File: src/rtl/axi4_burst_master_pkg.sv
// Shared FSM state type, AXI encodings and the beat data pattern used by axi4_burst_master.
package axi4_burst_master_pkg;

  localparam int unsigned IDX_W = 9;

  localparam logic [1:0] BURST_INCR    = 2'b01;
  localparam logic [1:0] RESP_OKAY     = 2'b00;
  localparam logic [1:0] RESP_SLVERR   = 2'b10;
  localparam logic [1:0] RESP_DECERR   = 2'b11;
  localparam logic [3:0] CACHE_DEFAULT = 4'b0011;

  typedef enum logic [2:0] {
    ST_IDLE,
    ST_WR_ADDR,
    ST_WR_DATA,
    ST_WR_RESP,
    ST_RD_ADDR,
    ST_RD_DATA,
    ST_DONE
  } state_e;

  // Beat k carries base + 4*k + 1; callers truncate to their data width.
  function automatic logic [127:0] expected_data(input logic [63:0] base,
                                                 input logic [IDX_W-1:0] k);
    logic [63:0] sum;
    sum = base + {53'd0, k, 2'b00} + 64'd1;
    return {64'd0, sum};
  endfunction

  function automatic logic resp_is_err(input logic [1:0] resp);
    return (resp == RESP_SLVERR) || (resp == RESP_DECERR);
  endfunction

endpackage

File: src/rtl/axi4_burst_master_if.sv
// AXI4 full bus bundle with master and slave views.
interface axi4_burst_master_if #(
  parameter int ID_WIDTH     = 1,
  parameter int ADDR_WIDTH   = 32,
  parameter int DATA_WIDTH   = 32,
  parameter int AWUSER_WIDTH = 1,
  parameter int ARUSER_WIDTH = 1,
  parameter int WUSER_WIDTH  = 1,
  parameter int RUSER_WIDTH  = 1,
  parameter int BUSER_WIDTH  = 1
);
  logic [ID_WIDTH-1:0]     awid;
  logic [ADDR_WIDTH-1:0]   awaddr;
  logic [7:0]              awlen;
  logic [2:0]              awsize;
  logic [1:0]              awburst;
  logic                    awlock;
  logic [3:0]              awcache;
  logic [2:0]              awprot;
  logic [3:0]              awqos;
  logic [AWUSER_WIDTH-1:0] awuser;
  logic                    awvalid;
  logic                    awready;

  logic [DATA_WIDTH-1:0]   wdata;
  logic [DATA_WIDTH/8-1:0] wstrb;
  logic                    wlast;
  logic [WUSER_WIDTH-1:0]  wuser;
  logic                    wvalid;
  logic                    wready;

  logic [ID_WIDTH-1:0]     bid;
  logic [1:0]              bresp;
  logic [BUSER_WIDTH-1:0]  buser;
  logic                    bvalid;
  logic                    bready;

  logic [ID_WIDTH-1:0]     arid;
  logic [ADDR_WIDTH-1:0]   araddr;
  logic [7:0]              arlen;
  logic [2:0]              arsize;
  logic [1:0]              arburst;
  logic                    arlock;
  logic [3:0]              arcache;
  logic [2:0]              arprot;
  logic [3:0]              arqos;
  logic [ARUSER_WIDTH-1:0] aruser;
  logic                    arvalid;
  logic                    arready;

  logic [ID_WIDTH-1:0]     rid;
  logic [DATA_WIDTH-1:0]   rdata;
  logic [1:0]              rresp;
  logic                    rlast;
  logic [RUSER_WIDTH-1:0]  ruser;
  logic                    rvalid;
  logic                    rready;

  modport master (
    output awid, awaddr, awlen, awsize, awburst, awlock, awcache, awprot, awqos, awuser, awvalid,
    input  awready,
    output wdata, wstrb, wlast, wuser, wvalid,
    input  wready,
    input  bid, bresp, buser, bvalid,
    output bready,
    output arid, araddr, arlen, arsize, arburst, arlock, arcache, arprot, arqos, aruser, arvalid,
    input  arready,
    input  rid, rdata, rresp, rlast, ruser, rvalid,
    output rready
  );

  modport slave (
    input  awid, awaddr, awlen, awsize, awburst, awlock, awcache, awprot, awqos, awuser, awvalid,
    output awready,
    input  wdata, wstrb, wlast, wuser, wvalid,
    output wready,
    output bid, bresp, buser, bvalid,
    input  bready,
    input  arid, araddr, arlen, arsize, arburst, arlock, arcache, arprot, arqos, aruser, arvalid,
    output arready,
    output rid, rdata, rresp, rlast, ruser, rvalid,
    input  rready
  );
endinterface

File: src/rtl/axi4_beat_counter.sv
// Per-burst beat counter; 9 bits so a full 256-beat burst is representable without wrapping.
module axi4_beat_counter
  import axi4_burst_master_pkg::*;
#(
  parameter int unsigned BURST_LEN = 1
) (
  input  logic             clock,
  input  logic             reset,
  input  logic             clear_i,
  input  logic             incr_i,
  output logic [IDX_W-1:0] count_o,
  output logic             last_o
);
  localparam logic [IDX_W-1:0] LAST_IDX = IDX_W'(BURST_LEN - 1);
  localparam logic [IDX_W-1:0] MAX_CNT  = IDX_W'(256);

  logic [IDX_W-1:0] count_q;

  always_ff @(posedge clock or negedge reset) begin
    if (!reset) begin
      count_q <= '0;
    end else if (clear_i) begin
      count_q <= '0;
    end else if (incr_i && (count_q != MAX_CNT)) begin
      count_q <= count_q + IDX_W'(1);
    end
  end

  assign count_o = count_q;
  assign last_o  = (count_q == LAST_IDX);
endmodule

File: src/rtl/axi4_burst_master.sv
// Single-burst AXI4 master: one INCR write or read per init_txn rising edge, with done/error sideband.
// Define AXI4_BURST_MASTER_RDATA_CHECK_EN to also flag read data that differs from the write pattern.
module axi4_burst_master
  import axi4_burst_master_pkg::*;
#(
  parameter int                  ID_WIDTH     = 1,
  parameter int                  ADDR_WIDTH   = 32,
  parameter int                  DATA_WIDTH   = 32,
  parameter int                  AWUSER_WIDTH = 1,
  parameter int                  ARUSER_WIDTH = 1,
  parameter int                  WUSER_WIDTH  = 1,
  parameter int                  RUSER_WIDTH  = 1,
  parameter int                  BUSER_WIDTH  = 1,
  parameter logic [ADDR_WIDTH-1:0] BASE_ADDR  = 32'h8000_0000,
  parameter int unsigned         BURST_LEN    = 1,
  parameter int unsigned         OP_TYPE      = 1
) (
  input  logic                clock,
  input  logic                reset,
  input  logic                init_txn,
  output logic                txn_done,
  output logic                error,
  output logic [IDX_W-1:0]    write_index,
  output logic [IDX_W-1:0]    read_index,
  axi4_burst_master_if.master m_axi
);
  localparam logic [7:0] AXLEN  = 8'(BURST_LEN - 1);
  localparam logic [2:0] AXSIZE = 3'($clog2(DATA_WIDTH / 8));

  state_e state_q;
  logic   init_q, awvalid_q, wvalid_q, bready_q, arvalid_q, rready_q, txn_done_q, error_q;
  logic   start, start_accept, w_hs, r_hs, rdata_bad, r_fault;

  logic [1:0]       beat_incr, beat_last;
  logic [IDX_W-1:0] beat_count [2];

  assign start        = init_txn & ~init_q;
  assign start_accept = start & ((state_q == ST_IDLE) | (state_q == ST_DONE));
  assign w_hs         = wvalid_q & m_axi.wready;
  assign r_hs         = rready_q & m_axi.rvalid;
  assign beat_incr    = {r_hs, w_hs};

  // Index 0 counts W beats, index 1 counts R beats.
  for (genvar gi = 0; gi < 2; gi++) begin : g_cnt
    axi4_beat_counter #(.BURST_LEN(BURST_LEN)) u_cnt (
      .clock   (clock),
      .reset   (reset),
      .clear_i (start_accept),
      .incr_i  (beat_incr[gi]),
      .count_o (beat_count[gi]),
      .last_o  (beat_last[gi])
    );
  end

  assign write_index = beat_count[0];
  assign read_index  = beat_count[1];

`ifdef AXI4_BURST_MASTER_RDATA_CHECK_EN
  assign rdata_bad = (m_axi.rdata != DATA_WIDTH'(expected_data(64'(BASE_ADDR), read_index)));
  logic unused_in;
  assign unused_in = ^{m_axi.bid, m_axi.buser, m_axi.bresp[0], m_axi.rid, m_axi.ruser, m_axi.rresp[0]};
`else
  assign rdata_bad = 1'b0;
  logic unused_in;
  assign unused_in = ^{m_axi.bid, m_axi.buser, m_axi.bresp[0], m_axi.rid, m_axi.ruser,
                       m_axi.rresp[0], m_axi.rdata};
`endif

  // rlast must coincide exactly with the final beat; early or missing rlast is a fault.
  assign r_fault = resp_is_err(m_axi.rresp) | (m_axi.rlast != beat_last[1]) | rdata_bad;

  always_ff @(posedge clock or negedge reset) begin
    if (!reset) begin
      state_q    <= ST_IDLE;
      init_q     <= 1'b0;
      awvalid_q  <= 1'b0;
      wvalid_q   <= 1'b0;
      bready_q   <= 1'b0;
      arvalid_q  <= 1'b0;
      rready_q   <= 1'b0;
      txn_done_q <= 1'b0;
      error_q    <= 1'b0;
    end else begin
      init_q <= init_txn;
      case (state_q)
        ST_IDLE, ST_DONE: begin
          if (start) begin
            txn_done_q <= 1'b0;
            error_q    <= 1'b0;
            state_q    <= (OP_TYPE != 0) ? ST_RD_ADDR : ST_WR_ADDR;
          end
        end
        ST_WR_ADDR: begin
          if (awvalid_q && m_axi.awready) begin
            awvalid_q <= 1'b0;
            wvalid_q  <= 1'b1;
            state_q   <= ST_WR_DATA;
          end else begin
            awvalid_q <= 1'b1;
          end
        end
        ST_WR_DATA: begin
          if (w_hs && beat_last[0]) begin
            wvalid_q <= 1'b0;
            bready_q <= 1'b1;
            state_q  <= ST_WR_RESP;
          end
        end
        ST_WR_RESP: begin
          if (m_axi.bvalid && bready_q) begin
            bready_q   <= 1'b0;
            txn_done_q <= 1'b1;
            state_q    <= ST_DONE;
            if (resp_is_err(m_axi.bresp)) error_q <= 1'b1;
          end
        end
        ST_RD_ADDR: begin
          if (arvalid_q && m_axi.arready) begin
            arvalid_q <= 1'b0;
            rready_q  <= 1'b1;
            state_q   <= ST_RD_DATA;
          end else begin
            arvalid_q <= 1'b1;
          end
        end
        ST_RD_DATA: begin
          if (r_hs) begin
            if (r_fault) error_q <= 1'b1;
            if (m_axi.rlast || beat_last[1]) begin
              rready_q   <= 1'b0;
              txn_done_q <= 1'b1;
              state_q    <= ST_DONE;
            end
          end
        end
        default: state_q <= ST_IDLE;
      endcase
    end
  end

  assign txn_done = txn_done_q;
  assign error    = error_q;

  assign m_axi.awid    = '0;
  assign m_axi.awaddr  = BASE_ADDR;
  assign m_axi.awlen   = AXLEN;
  assign m_axi.awsize  = AXSIZE;
  assign m_axi.awburst = BURST_INCR;
  assign m_axi.awlock  = 1'b0;
  assign m_axi.awcache = CACHE_DEFAULT;
  assign m_axi.awprot  = '0;
  assign m_axi.awqos   = '0;
  assign m_axi.awuser  = '0;
  assign m_axi.awvalid = awvalid_q;

  assign m_axi.wdata  = DATA_WIDTH'(expected_data(64'(BASE_ADDR), write_index));
  assign m_axi.wstrb  = '1;
  assign m_axi.wlast  = beat_last[0];
  assign m_axi.wuser  = '0;
  assign m_axi.wvalid = wvalid_q;
  assign m_axi.bready = bready_q;

  assign m_axi.arid    = '0;
  assign m_axi.araddr  = BASE_ADDR;
  assign m_axi.arlen   = AXLEN;
  assign m_axi.arsize  = AXSIZE;
  assign m_axi.arburst = BURST_INCR;
  assign m_axi.arlock  = 1'b0;
  assign m_axi.arcache = CACHE_DEFAULT;
  assign m_axi.arprot  = '0;
  assign m_axi.arqos   = '0;
  assign m_axi.aruser  = '0;
  assign m_axi.arvalid = arvalid_q;
  assign m_axi.rready  = rready_q;
endmodule

File: src/flat_wrapper.sv
// flat-port wrapper written by rule: the top's interface ports become plain ports
module axi4_burst_master_flat import axi4_burst_master_pkg::*;
#(
  parameter int                  ID_WIDTH     = 1,
  parameter int                  ADDR_WIDTH   = 32,
  parameter int                  DATA_WIDTH   = 32,
  parameter int                  AWUSER_WIDTH = 1,
  parameter int                  ARUSER_WIDTH = 1,
  parameter int                  WUSER_WIDTH  = 1,
  parameter int                  RUSER_WIDTH  = 1,
  parameter int                  BUSER_WIDTH  = 1,
  parameter logic [ADDR_WIDTH-1:0] BASE_ADDR  = 32'h8000_0000,
  parameter int unsigned         BURST_LEN    = 1,
  parameter int unsigned         OP_TYPE      = 1
)
  (clock, reset, init_txn, txn_done, error, write_index, read_index, m_axi_awid, m_axi_awaddr, m_axi_awlen, m_axi_awsize, m_axi_awburst, m_axi_awlock, m_axi_awcache, m_axi_awprot, m_axi_awqos, m_axi_awuser, m_axi_awvalid, m_axi_awready, m_axi_wdata, m_axi_wstrb, m_axi_wlast, m_axi_wuser, m_axi_wvalid, m_axi_wready, m_axi_bid, m_axi_bresp, m_axi_buser, m_axi_bvalid, m_axi_bready, m_axi_arid, m_axi_araddr, m_axi_arlen, m_axi_arsize, m_axi_arburst, m_axi_arlock, m_axi_arcache, m_axi_arprot, m_axi_arqos, m_axi_aruser, m_axi_arvalid, m_axi_arready, m_axi_rid, m_axi_rdata, m_axi_rresp, m_axi_rlast, m_axi_ruser, m_axi_rvalid, m_axi_rready);
  axi4_burst_master_if #(.ID_WIDTH(ID_WIDTH), .ADDR_WIDTH(ADDR_WIDTH), .DATA_WIDTH(DATA_WIDTH), .AWUSER_WIDTH(AWUSER_WIDTH), .ARUSER_WIDTH(ARUSER_WIDTH), .WUSER_WIDTH(WUSER_WIDTH), .RUSER_WIDTH(RUSER_WIDTH), .BUSER_WIDTH(BUSER_WIDTH)) m_axi_i ();
  input  logic clock;
  input  logic reset;
  input  logic init_txn;
  output logic txn_done;
  output logic error;
  output logic [IDX_W-1:0] write_index;
  output logic [IDX_W-1:0] read_index;
  output wire logic [$bits(m_axi_i.awid)-1:0] m_axi_awid;
  output wire logic [$bits(m_axi_i.awaddr)-1:0] m_axi_awaddr;
  output wire logic [$bits(m_axi_i.awlen)-1:0] m_axi_awlen;
  output wire logic [$bits(m_axi_i.awsize)-1:0] m_axi_awsize;
  output wire logic [$bits(m_axi_i.awburst)-1:0] m_axi_awburst;
  output wire logic [$bits(m_axi_i.awlock)-1:0] m_axi_awlock;
  output wire logic [$bits(m_axi_i.awcache)-1:0] m_axi_awcache;
  output wire logic [$bits(m_axi_i.awprot)-1:0] m_axi_awprot;
  output wire logic [$bits(m_axi_i.awqos)-1:0] m_axi_awqos;
  output wire logic [$bits(m_axi_i.awuser)-1:0] m_axi_awuser;
  output wire logic [$bits(m_axi_i.awvalid)-1:0] m_axi_awvalid;
  input wire logic [$bits(m_axi_i.awready)-1:0] m_axi_awready;
  output wire logic [$bits(m_axi_i.wdata)-1:0] m_axi_wdata;
  output wire logic [$bits(m_axi_i.wstrb)-1:0] m_axi_wstrb;
  output wire logic [$bits(m_axi_i.wlast)-1:0] m_axi_wlast;
  output wire logic [$bits(m_axi_i.wuser)-1:0] m_axi_wuser;
  output wire logic [$bits(m_axi_i.wvalid)-1:0] m_axi_wvalid;
  input wire logic [$bits(m_axi_i.wready)-1:0] m_axi_wready;
  input wire logic [$bits(m_axi_i.bid)-1:0] m_axi_bid;
  input wire logic [$bits(m_axi_i.bresp)-1:0] m_axi_bresp;
  input wire logic [$bits(m_axi_i.buser)-1:0] m_axi_buser;
  input wire logic [$bits(m_axi_i.bvalid)-1:0] m_axi_bvalid;
  output wire logic [$bits(m_axi_i.bready)-1:0] m_axi_bready;
  output wire logic [$bits(m_axi_i.arid)-1:0] m_axi_arid;
  output wire logic [$bits(m_axi_i.araddr)-1:0] m_axi_araddr;
  output wire logic [$bits(m_axi_i.arlen)-1:0] m_axi_arlen;
  output wire logic [$bits(m_axi_i.arsize)-1:0] m_axi_arsize;
  output wire logic [$bits(m_axi_i.arburst)-1:0] m_axi_arburst;
  output wire logic [$bits(m_axi_i.arlock)-1:0] m_axi_arlock;
  output wire logic [$bits(m_axi_i.arcache)-1:0] m_axi_arcache;
  output wire logic [$bits(m_axi_i.arprot)-1:0] m_axi_arprot;
  output wire logic [$bits(m_axi_i.arqos)-1:0] m_axi_arqos;
  output wire logic [$bits(m_axi_i.aruser)-1:0] m_axi_aruser;
  output wire logic [$bits(m_axi_i.arvalid)-1:0] m_axi_arvalid;
  input wire logic [$bits(m_axi_i.arready)-1:0] m_axi_arready;
  input wire logic [$bits(m_axi_i.rid)-1:0] m_axi_rid;
  input wire logic [$bits(m_axi_i.rdata)-1:0] m_axi_rdata;
  input wire logic [$bits(m_axi_i.rresp)-1:0] m_axi_rresp;
  input wire logic [$bits(m_axi_i.rlast)-1:0] m_axi_rlast;
  input wire logic [$bits(m_axi_i.ruser)-1:0] m_axi_ruser;
  input wire logic [$bits(m_axi_i.rvalid)-1:0] m_axi_rvalid;
  output wire logic [$bits(m_axi_i.rready)-1:0] m_axi_rready;
  assign m_axi_awid = m_axi_i.awid;
  assign m_axi_awaddr = m_axi_i.awaddr;
  assign m_axi_awlen = m_axi_i.awlen;
  assign m_axi_awsize = m_axi_i.awsize;
  assign m_axi_awburst = m_axi_i.awburst;
  assign m_axi_awlock = m_axi_i.awlock;
  assign m_axi_awcache = m_axi_i.awcache;
  assign m_axi_awprot = m_axi_i.awprot;
  assign m_axi_awqos = m_axi_i.awqos;
  assign m_axi_awuser = m_axi_i.awuser;
  assign m_axi_awvalid = m_axi_i.awvalid;
  assign m_axi_i.awready = m_axi_awready;
  assign m_axi_wdata = m_axi_i.wdata;
  assign m_axi_wstrb = m_axi_i.wstrb;
  assign m_axi_wlast = m_axi_i.wlast;
  assign m_axi_wuser = m_axi_i.wuser;
  assign m_axi_wvalid = m_axi_i.wvalid;
  assign m_axi_i.wready = m_axi_wready;
  assign m_axi_i.bid = m_axi_bid;
  assign m_axi_i.bresp = m_axi_bresp;
  assign m_axi_i.buser = m_axi_buser;
  assign m_axi_i.bvalid = m_axi_bvalid;
  assign m_axi_bready = m_axi_i.bready;
  assign m_axi_arid = m_axi_i.arid;
  assign m_axi_araddr = m_axi_i.araddr;
  assign m_axi_arlen = m_axi_i.arlen;
  assign m_axi_arsize = m_axi_i.arsize;
  assign m_axi_arburst = m_axi_i.arburst;
  assign m_axi_arlock = m_axi_i.arlock;
  assign m_axi_arcache = m_axi_i.arcache;
  assign m_axi_arprot = m_axi_i.arprot;
  assign m_axi_arqos = m_axi_i.arqos;
  assign m_axi_aruser = m_axi_i.aruser;
  assign m_axi_arvalid = m_axi_i.arvalid;
  assign m_axi_i.arready = m_axi_arready;
  assign m_axi_i.rid = m_axi_rid;
  assign m_axi_i.rdata = m_axi_rdata;
  assign m_axi_i.rresp = m_axi_rresp;
  assign m_axi_i.rlast = m_axi_rlast;
  assign m_axi_i.ruser = m_axi_ruser;
  assign m_axi_i.rvalid = m_axi_rvalid;
  assign m_axi_rready = m_axi_i.rready;
  axi4_burst_master #(.ID_WIDTH(ID_WIDTH), .ADDR_WIDTH(ADDR_WIDTH), .DATA_WIDTH(DATA_WIDTH), .AWUSER_WIDTH(AWUSER_WIDTH), .ARUSER_WIDTH(ARUSER_WIDTH), .WUSER_WIDTH(WUSER_WIDTH), .RUSER_WIDTH(RUSER_WIDTH), .BUSER_WIDTH(BUSER_WIDTH), .BASE_ADDR(BASE_ADDR), .BURST_LEN(BURST_LEN), .OP_TYPE(OP_TYPE)) u_core (.clock(clock), .reset(reset), .init_txn(init_txn), .txn_done(txn_done), .error(error), .write_index(write_index), .read_index(read_index), .m_axi(m_axi_i));
endmodule
File: config.mk
export PLATFORM = sky130hd
export DESIGN_NAME = axi4_burst_master_flat
export DESIGN_NICKNAME = d
export VERILOG_FILES = /design/src/rtl/axi4_burst_master_pkg.sv /design/src/rtl/axi4_burst_master_if.sv /design/src/rtl/axi4_beat_counter.sv /design/src/rtl/axi4_burst_master.sv /design/src/flat_wrapper.sv
export SDC_FILE = /design/constraint.sdc
export NUM_CORES = 1
export LEC_CHECK = 0
export ABC_AREA = 1
export CAP_MARGIN = 10
export CORE_MARGIN = 2
export CORE_UTILIZATION = 39
export CTS_BUF_LIST = sky130_fd_sc_hd__clkbuf_2
export DETAILED_ROUTE_END_ITERATION = 6
export PLACE_DENSITY_LB_ADDON = 0.2
export RECOVER_POWER = 100
export SYNTH_ARGS = -nofsm -noshare
export SYNTH_HDL_FRONTEND = slang
export SYNTH_HIERARCHICAL = 1
export SYNTH_SLANG_ARGS = --single-unit
File: constraint.sdc
create_clock -name clock -period 3 [get_ports clock]
set_clock_uncertainty 0.1 [all_clocks]
set_input_delay 0.6 -clock clock [delete_from_list [all_inputs] [get_ports clock]]
set_output_delay 0.6 -clock clock [all_outputs]
set_load 0.05 [all_outputs]
==> results.tsv, run 1 <==
metric	value	unit
startpoint	u_core/g_cnt[0].u_cnt/count_o[0]$_DFFE_PN0P_	
finalPower	3268	uW
portBuffers	45	
nFillCells	898	
antenna_left	0	
switchingPower	2099	uW
core_area	8134	um^2
wl_met1	2.499	mm
netlist_area	3249	um^2
cts-buffers-inserted	5	
cp.required	2.30	ns
place_ws	0.4887	ns
cts_tree	done	
die_h	95.28	um
path_cells	inv_1 -> ha_1 -> nand3_1 -> nor3_1 -> buf_4	
critPathMaxStageDelay	0.46	ns
fin_nets	555	
internal_power	1169	uW
cts.clk_slew.worst_paths	0.16	ns
crit_path_end_kind	output port	
status	complete, but fails checks	
combPwrFrac	71.0	%
avgSynthCellArea	7.049	um^2
pwr-share-seq	22.9	%
synth-seq-cells	29	
fp.dieArea	9078	um^2
slew_headroom	-6.747	%
dr.pass1.iters	4	
finalCriticalPeriod	2.580	ns
tns	0	ns
n_antenna_cell	0	
yosysWarnings	6	
maxCapViolCount	1	
arrival	1.88	ns
cts_setup_buffers	0	
cts_resized	0	
grt_usage	13.19	%
crit_type	register to output port	
wl_met3	511	um
fin_util	39.44	%
routed_via_density	4.010	
critical-path-top-delay-family	simple AND/OR/NAND/NOR gates	
clock-sinks	29	
place.gp.congestion	0.8499	
top_layer	met4	
root_buffer	clkbuf_2	
fin_ws	0.4205	ns
start_util	39.95	%
maxSlewViolCount	30	
ir_drop	395.0	uV
multi_input_comb_area	1720	um^2
synth_cells	461	
cellPowerDensity	1019	nW/um^2
grt_max_degree	30	
grt_pass1_wl	9.625	mm
clockBufferDepth	2	
leakagePower	0.001868	uW
whs	0.3938	ns
area_growth	-1.271	%
crit_buf_inv	2	
finalHoldViolCount	0	
seq_area	725.7	um^2
cts_hold_buf	0	
drive_above_1_share	8.367	%
clk-insertion-delay-late	0.36	ns
critPathMaxFanout	6	
fp.dieW	95.28	um
drtIter0Drc	99	
r2r-start	u_core/state_q[1]$_DFFE_PN0P_	
wl_per_cell	9.530	um
antenna_found_initial	0	
min_from	u_core/error$_DFFE_PN0P_	
swShare	64.23	%
startpoint_type	register	
synthDistinctLibCells	22	
min_period_over_period	85.98	%
drt_drc_violations_left	0	
wl_met2	2.733	mm
drt-total-wl	5.785	mm
vias	2434	
ios	230	
fp-row-count	33	
grt_pass1_vias	2038	
synth_seq_area_share	22.33	%
clkPwrFrac	6.2	%
setup_violations	0	
fmax	387.7	MHz
globalRouteOverflowTotal	0	
worstMarginPinSlew	1.601	ns
violations	max-capacitance violations, max-slew violations	
hp-class	register to register	
critPathSlowestCell	dfrtp_1	
dp_hpwl	4.600	mm
rsz0062_at_grt	false	
htreeDepth	2	
==> cell usage after synthesis <==
cell	n	area, um^2
inv_2	5	18.77
nand2_2	7	43.79
a21oi_1	6	30.03
o21ai_0	9	45.04
buf_4	155	1164
nand2_4	4	45.04
dfrtp_1	29	725.7
nand4_1	12	75.07
o21ai_1	2	10.01
nand3_1	41	205.2
inv_1	30	112.6
clkbuf_8	1	13.76
ha_1	5	62.56
nor2_2	10	62.56
conb_1	2	7.510
buf_2	2	10.01
nand3_4	2	35.03
nand2_1	106	397.9
nor3_1	2	10.01
nor2_1	23	86.33
nor2_4	7	78.83
nand3_2	1	10.01
==> flip-flops by register name (all words and copies together) (netlist names) <==
name / flops
u_core/init_q: 1
u_core/m_axi.wvalid: 1
u_core/txn_done: 1
u_core/g_cnt.u_cnt/count_o: 18
u_core/m_axi.bready: 1
u_core/m_axi.awvalid: 1
u_core/state_q: 3
u_core/m_axi.rready: 1
u_core/m_axi.arvalid: 1
u_core/error: 1
==> layer usage <==
metal  GRT usage (%)  vias up
met1           18.35     1086
met2           20.42      114
met3           3.004        5
met5               0        -
li1                -     1229
met4           3.744        0
==> power groups by stage <==
stage	logic (uW)	registers [uW]	clock network (uW)
after global routing	2540	790	235
final	2320	748	201
after floorplan	1720	1100	0
after global placement	2390	769	0
after CTS	2420	761	218
after detailed placement	2410	768	0
==> worst paths after layout <==
check / end / slack [ns] / depth (start not counted)
setup / recovery: m_axi_wlast / 0.42 / 5
setup reg to reg: u_core/g_cnt[0].u_cnt/count_o[3]$_DFFE_PN0P_ / 0.82 / 8
hold / removal: u_core/error$_DFFE_PN0P_ / 0.39 / 2
max in group asynchronous: u_core/g_cnt[0].u_cnt/count_o[5]$_DFFE_PN0P_ / 0.82 / 2
hold reg to reg: u_core/error$_DFFE_PN0P_ / 0.39 / 2
min in group asynchronous: u_core/g_cnt[1].u_cnt/count_o[2]$_DFFE_PN0P_ / 1.05 / 2
==> final cells by class <==
class,instances,area share [%]
clock buffers,6,0.9360
clock inverters,2,0.3120
inverters,35,4.095
multi-input cells,383,53.63
flip-flops and latches,29,22.62
well taps,105,4.095
repair buffers,47,14.31
==> per-stage QoR <==
step                instance area, um^2  cells
global route                       3208    607
detailed placement                 3202    599
finish                             3208    607
CTS                                3242    607
global placement                   3202    599
floorplan                          3795    605
==> cells in the final DEF (no fill, tap or decap) <==
cell type        count
o21ai_0              9
o21ai_1              2
nand2_4              2
conb_1             146
clkdlybuf4s50_1      8
nand3_4              2
nand3_1             41
clkbuf_1             1
nand2_2              6
nand2_1            109
buf_4                2
nand3_2              1
nor2_2              10
dfrtp_1             29
nor2_1              24
inv_1               30
nand4_1             12
ha_1                 5
nor3_1               2
inv_2                5
nor2_4               6
dlygate4sd3_1       36
a21oi_1              6
clkbuf_2             6
clkinv_2             2
==> logic make-up after synthesis <==
group	Yosys count	share of synthesized area (%)
and+or+nand+nor	215	32.31
buffers and inverters	193	40.59
DFF	29	22.33
AOI/OAI and AO/OA	17	2.618
adders and majority gates	5	1.925
other	2	0.2311
==> worst min-delay path: stages (launching register included) <==
cell,delay (ns)
dfrtp_1,0.37
nand2_1,0.05
nand2_1,0.05
No activity file was read; power rests on OpenSTA's default activity.
==> run 2: changes to the inputs <==
--- a/config.mk
+++ b/config.mk
@@ -10,8 +10,9 @@
 export CORE_MARGIN = 2
 export CORE_UTILIZATION = 39
 export CTS_BUF_LIST = sky130_fd_sc_hd__clkbuf_2
+export CTS_CLUSTER_DIAMETER = 120
 export DETAILED_ROUTE_END_ITERATION = 6
-export PLACE_DENSITY_LB_ADDON = 0.2
+export PLACE_DENSITY = 0.89
 export RECOVER_POWER = 100
 export SYNTH_ARGS = -nofsm -noshare
 export SYNTH_HDL_FRONTEND = slang
==> results.tsv, run 2 (synthesis results as in run 1) <==
metric	value	unit	change
status	complete, but fails checks		
violations	max-capacitance violations, max-slew violations		
die_h	95.28	um	unchanged
rsz0062_at_grt	false		
seq_area	725.7	um^2	unchanged
place_area	3202	um^2	unchanged
slew_headroom	-6.826	%	-0.080 points
maxCapViolCount	1		unchanged
maxSlewViolCount	30		unchanged
cellPowerDensity	1014	nW/um^2	-0.42%
clockBufferDepth	2		unchanged
fp-row-count	33		unchanged
fin_nets	555		unchanged
final_cell_mix	146 x conb_1, 109 x nand2_1, 41 x nand3_1		
critPathMaxFanout	6		unchanged
routed_via_density	4.120		+2.8%
final_common_cell	conb_1		
place.gp.congestion	0.9298		+9.4%
antenna_found_initial	0		unchanged
startpoint_type	register		
antenna_left	0		unchanged
ios	230		unchanged
cts_tree	done		
critPathSlowestCell	dfrtp_1		
cts.clk_slew.worst_paths	0.15	ns	about the same
clock-sinks	29		unchanged
crit_type	register to output port		
globalRouteOverflowTotal	0		unchanged
clk-insertion-delay-late	0.35	ns	about the same
drtIter0Drc	95		-4.0%
wl_per_cell	9.417	um	-1.2%
critPathMaxStageDelay	0.46	ns	about the same
grt_usage	12.08	%	-1.1 points
grt_max_degree	30		unchanged
nFillCells	858		-4.5%
finalCriticalPeriod	2.608	ns	+0.02812 ns
arrival	1.91	ns	+0.03 ns
cp.required	2.30	ns	about the same
hp-class	register to register		
fin_area	3202	um^2	-0.20%
vias	2501		+2.8%
crit_path_end_kind	output port		
drt_drc_violations_left	0		unchanged
grt_pass1_wl	8.590	mm	-11%
drive_above_1_share	8.167	%	-0.20 points
finalHoldViolCount	0		unchanged
drt-total-wl	5.716	mm	-1.2%
grt_pass1_vias	1926		-5.5%
root_buffer	clkbuf_2		
cts_setup_buffers	0		unchanged
portBuffers	45		unchanged
fmax	383.5	MHz	-1.1%
tns	0	ns	unchanged
setup_violations	0		unchanged
start_util	39.95	%	unchanged
cts_hold_buf	0		unchanged
min_period_over_period	86.92	%	+0.94 points
worstMarginPinSlew	1.602	ns	+0.001198 ns
htreeDepth	2		unchanged
leakagePower	0.001863	uW	-0.23%
cts-buffers-inserted	5		unchanged
core_area	8134	um^2	unchanged
fp.dieW	95.28	um	unchanged
critical-path-top-delay-family	buffers and inverters		
n_antenna_cell	0		unchanged
area_growth	-1.463	%	
multi_input_comb_area	1720	um^2	unchanged
dr.pass1.iters	4		unchanged
ir_drop	380.7	uV	-3.6%
path_cells	inv_1 -> ha_1 -> nand3_1 -> nor3_1 -> clkbuf_2		
fin_ws	0.3923	ns	-0.02812 ns
fp.dieArea	9078	um^2	unchanged
largest_reg_flops	18		unchanged
cts_resized	0		unchanged
dp_hpwl	4.554	mm	-1.0%
place_ws	0.6817	ns	+0.1931 ns
crit_buf_inv	2		unchanged
run 2: cell count changes in the layout (fill, tap and decap cells not counted):
cell / change
clkinv_2: -2
clkbuf_1: +1
buf_4: -2
clkbuf_2: +3
run 2: power breakdown:
| part | internal (uW) | switching [uW] | total [uW] | leakage (uW) |
|---|---|---|---|---|
| Clock | 68.9 | 133 | 202 | 0.0000332 |
| Combinational | 571 | 1730 | 2300 | 0.00145 |
| Sequential | 526 | 219 | 745 | 0.000380 |
| Total | 1170 | 2080 | 3250 | 0.00186 |
run 2: cell type report:
type / count / share of cell area, %
multi-input cells: 383 / 53.73
inverters: 35 / 4.103
clock buffers: 8 / 1.250
flip-flops and latches: 29 / 22.67
well taps: 105 / 4.103
repair buffers: 47 / 14.15
run 2: metrics by stage:
stage	power, uW	hold WS [ns]	utilization (%)	instances
floorplan	2817	0.2044	-	605
global placement	3145	0.3587	39.36	599
detailed placement	3171	0.3630	39.36	599
CTS	3387	0.3957	39.86	607
global route	3506	0.4227	39.36	607
finish	3248	0.3837	39.36	607
run 2: worst min-delay path, delay by kind of cell (launching register included):
kind	cells	cell delay (ns)
flops	1	0.37
simple gates	2	0.10
run 2: final timing paths:
kind                                                              start                                      endpoint  slack, ns  depth (start not counted)
min in group asynchronous                                         reset  u_core/g_cnt[1].u_cnt/count_o[6]$_DFFE_PN0P_       1.06                          2
max                        u_core/g_cnt[0].u_cnt/count_o[0]$_DFFE_PN0P_                                   m_axi_wlast       0.39                          5
min reg2reg                                    u_core/error$_DFFE_PN0P_                      u_core/error$_DFFE_PN0P_       0.38                          2
min                                            u_core/error$_DFFE_PN0P_                      u_core/error$_DFFE_PN0P_       0.38                          2
max in group asynchronous                                         reset  u_core/g_cnt[1].u_cnt/count_o[5]$_DFFE_PN0P_       0.79                          2
max reg2reg                               u_core/state_q[1]$_DFFE_PN0P_  u_core/g_cnt[1].u_cnt/count_o[8]$_DFFE_PN0P_       0.52                          9
run 2: metal layers:
metal	global-route usage (%)	routed length (um)
met4	4.469	104
met5	0	0
met1	14.77	2431
met3	3.636	540
met2	20.01	2638
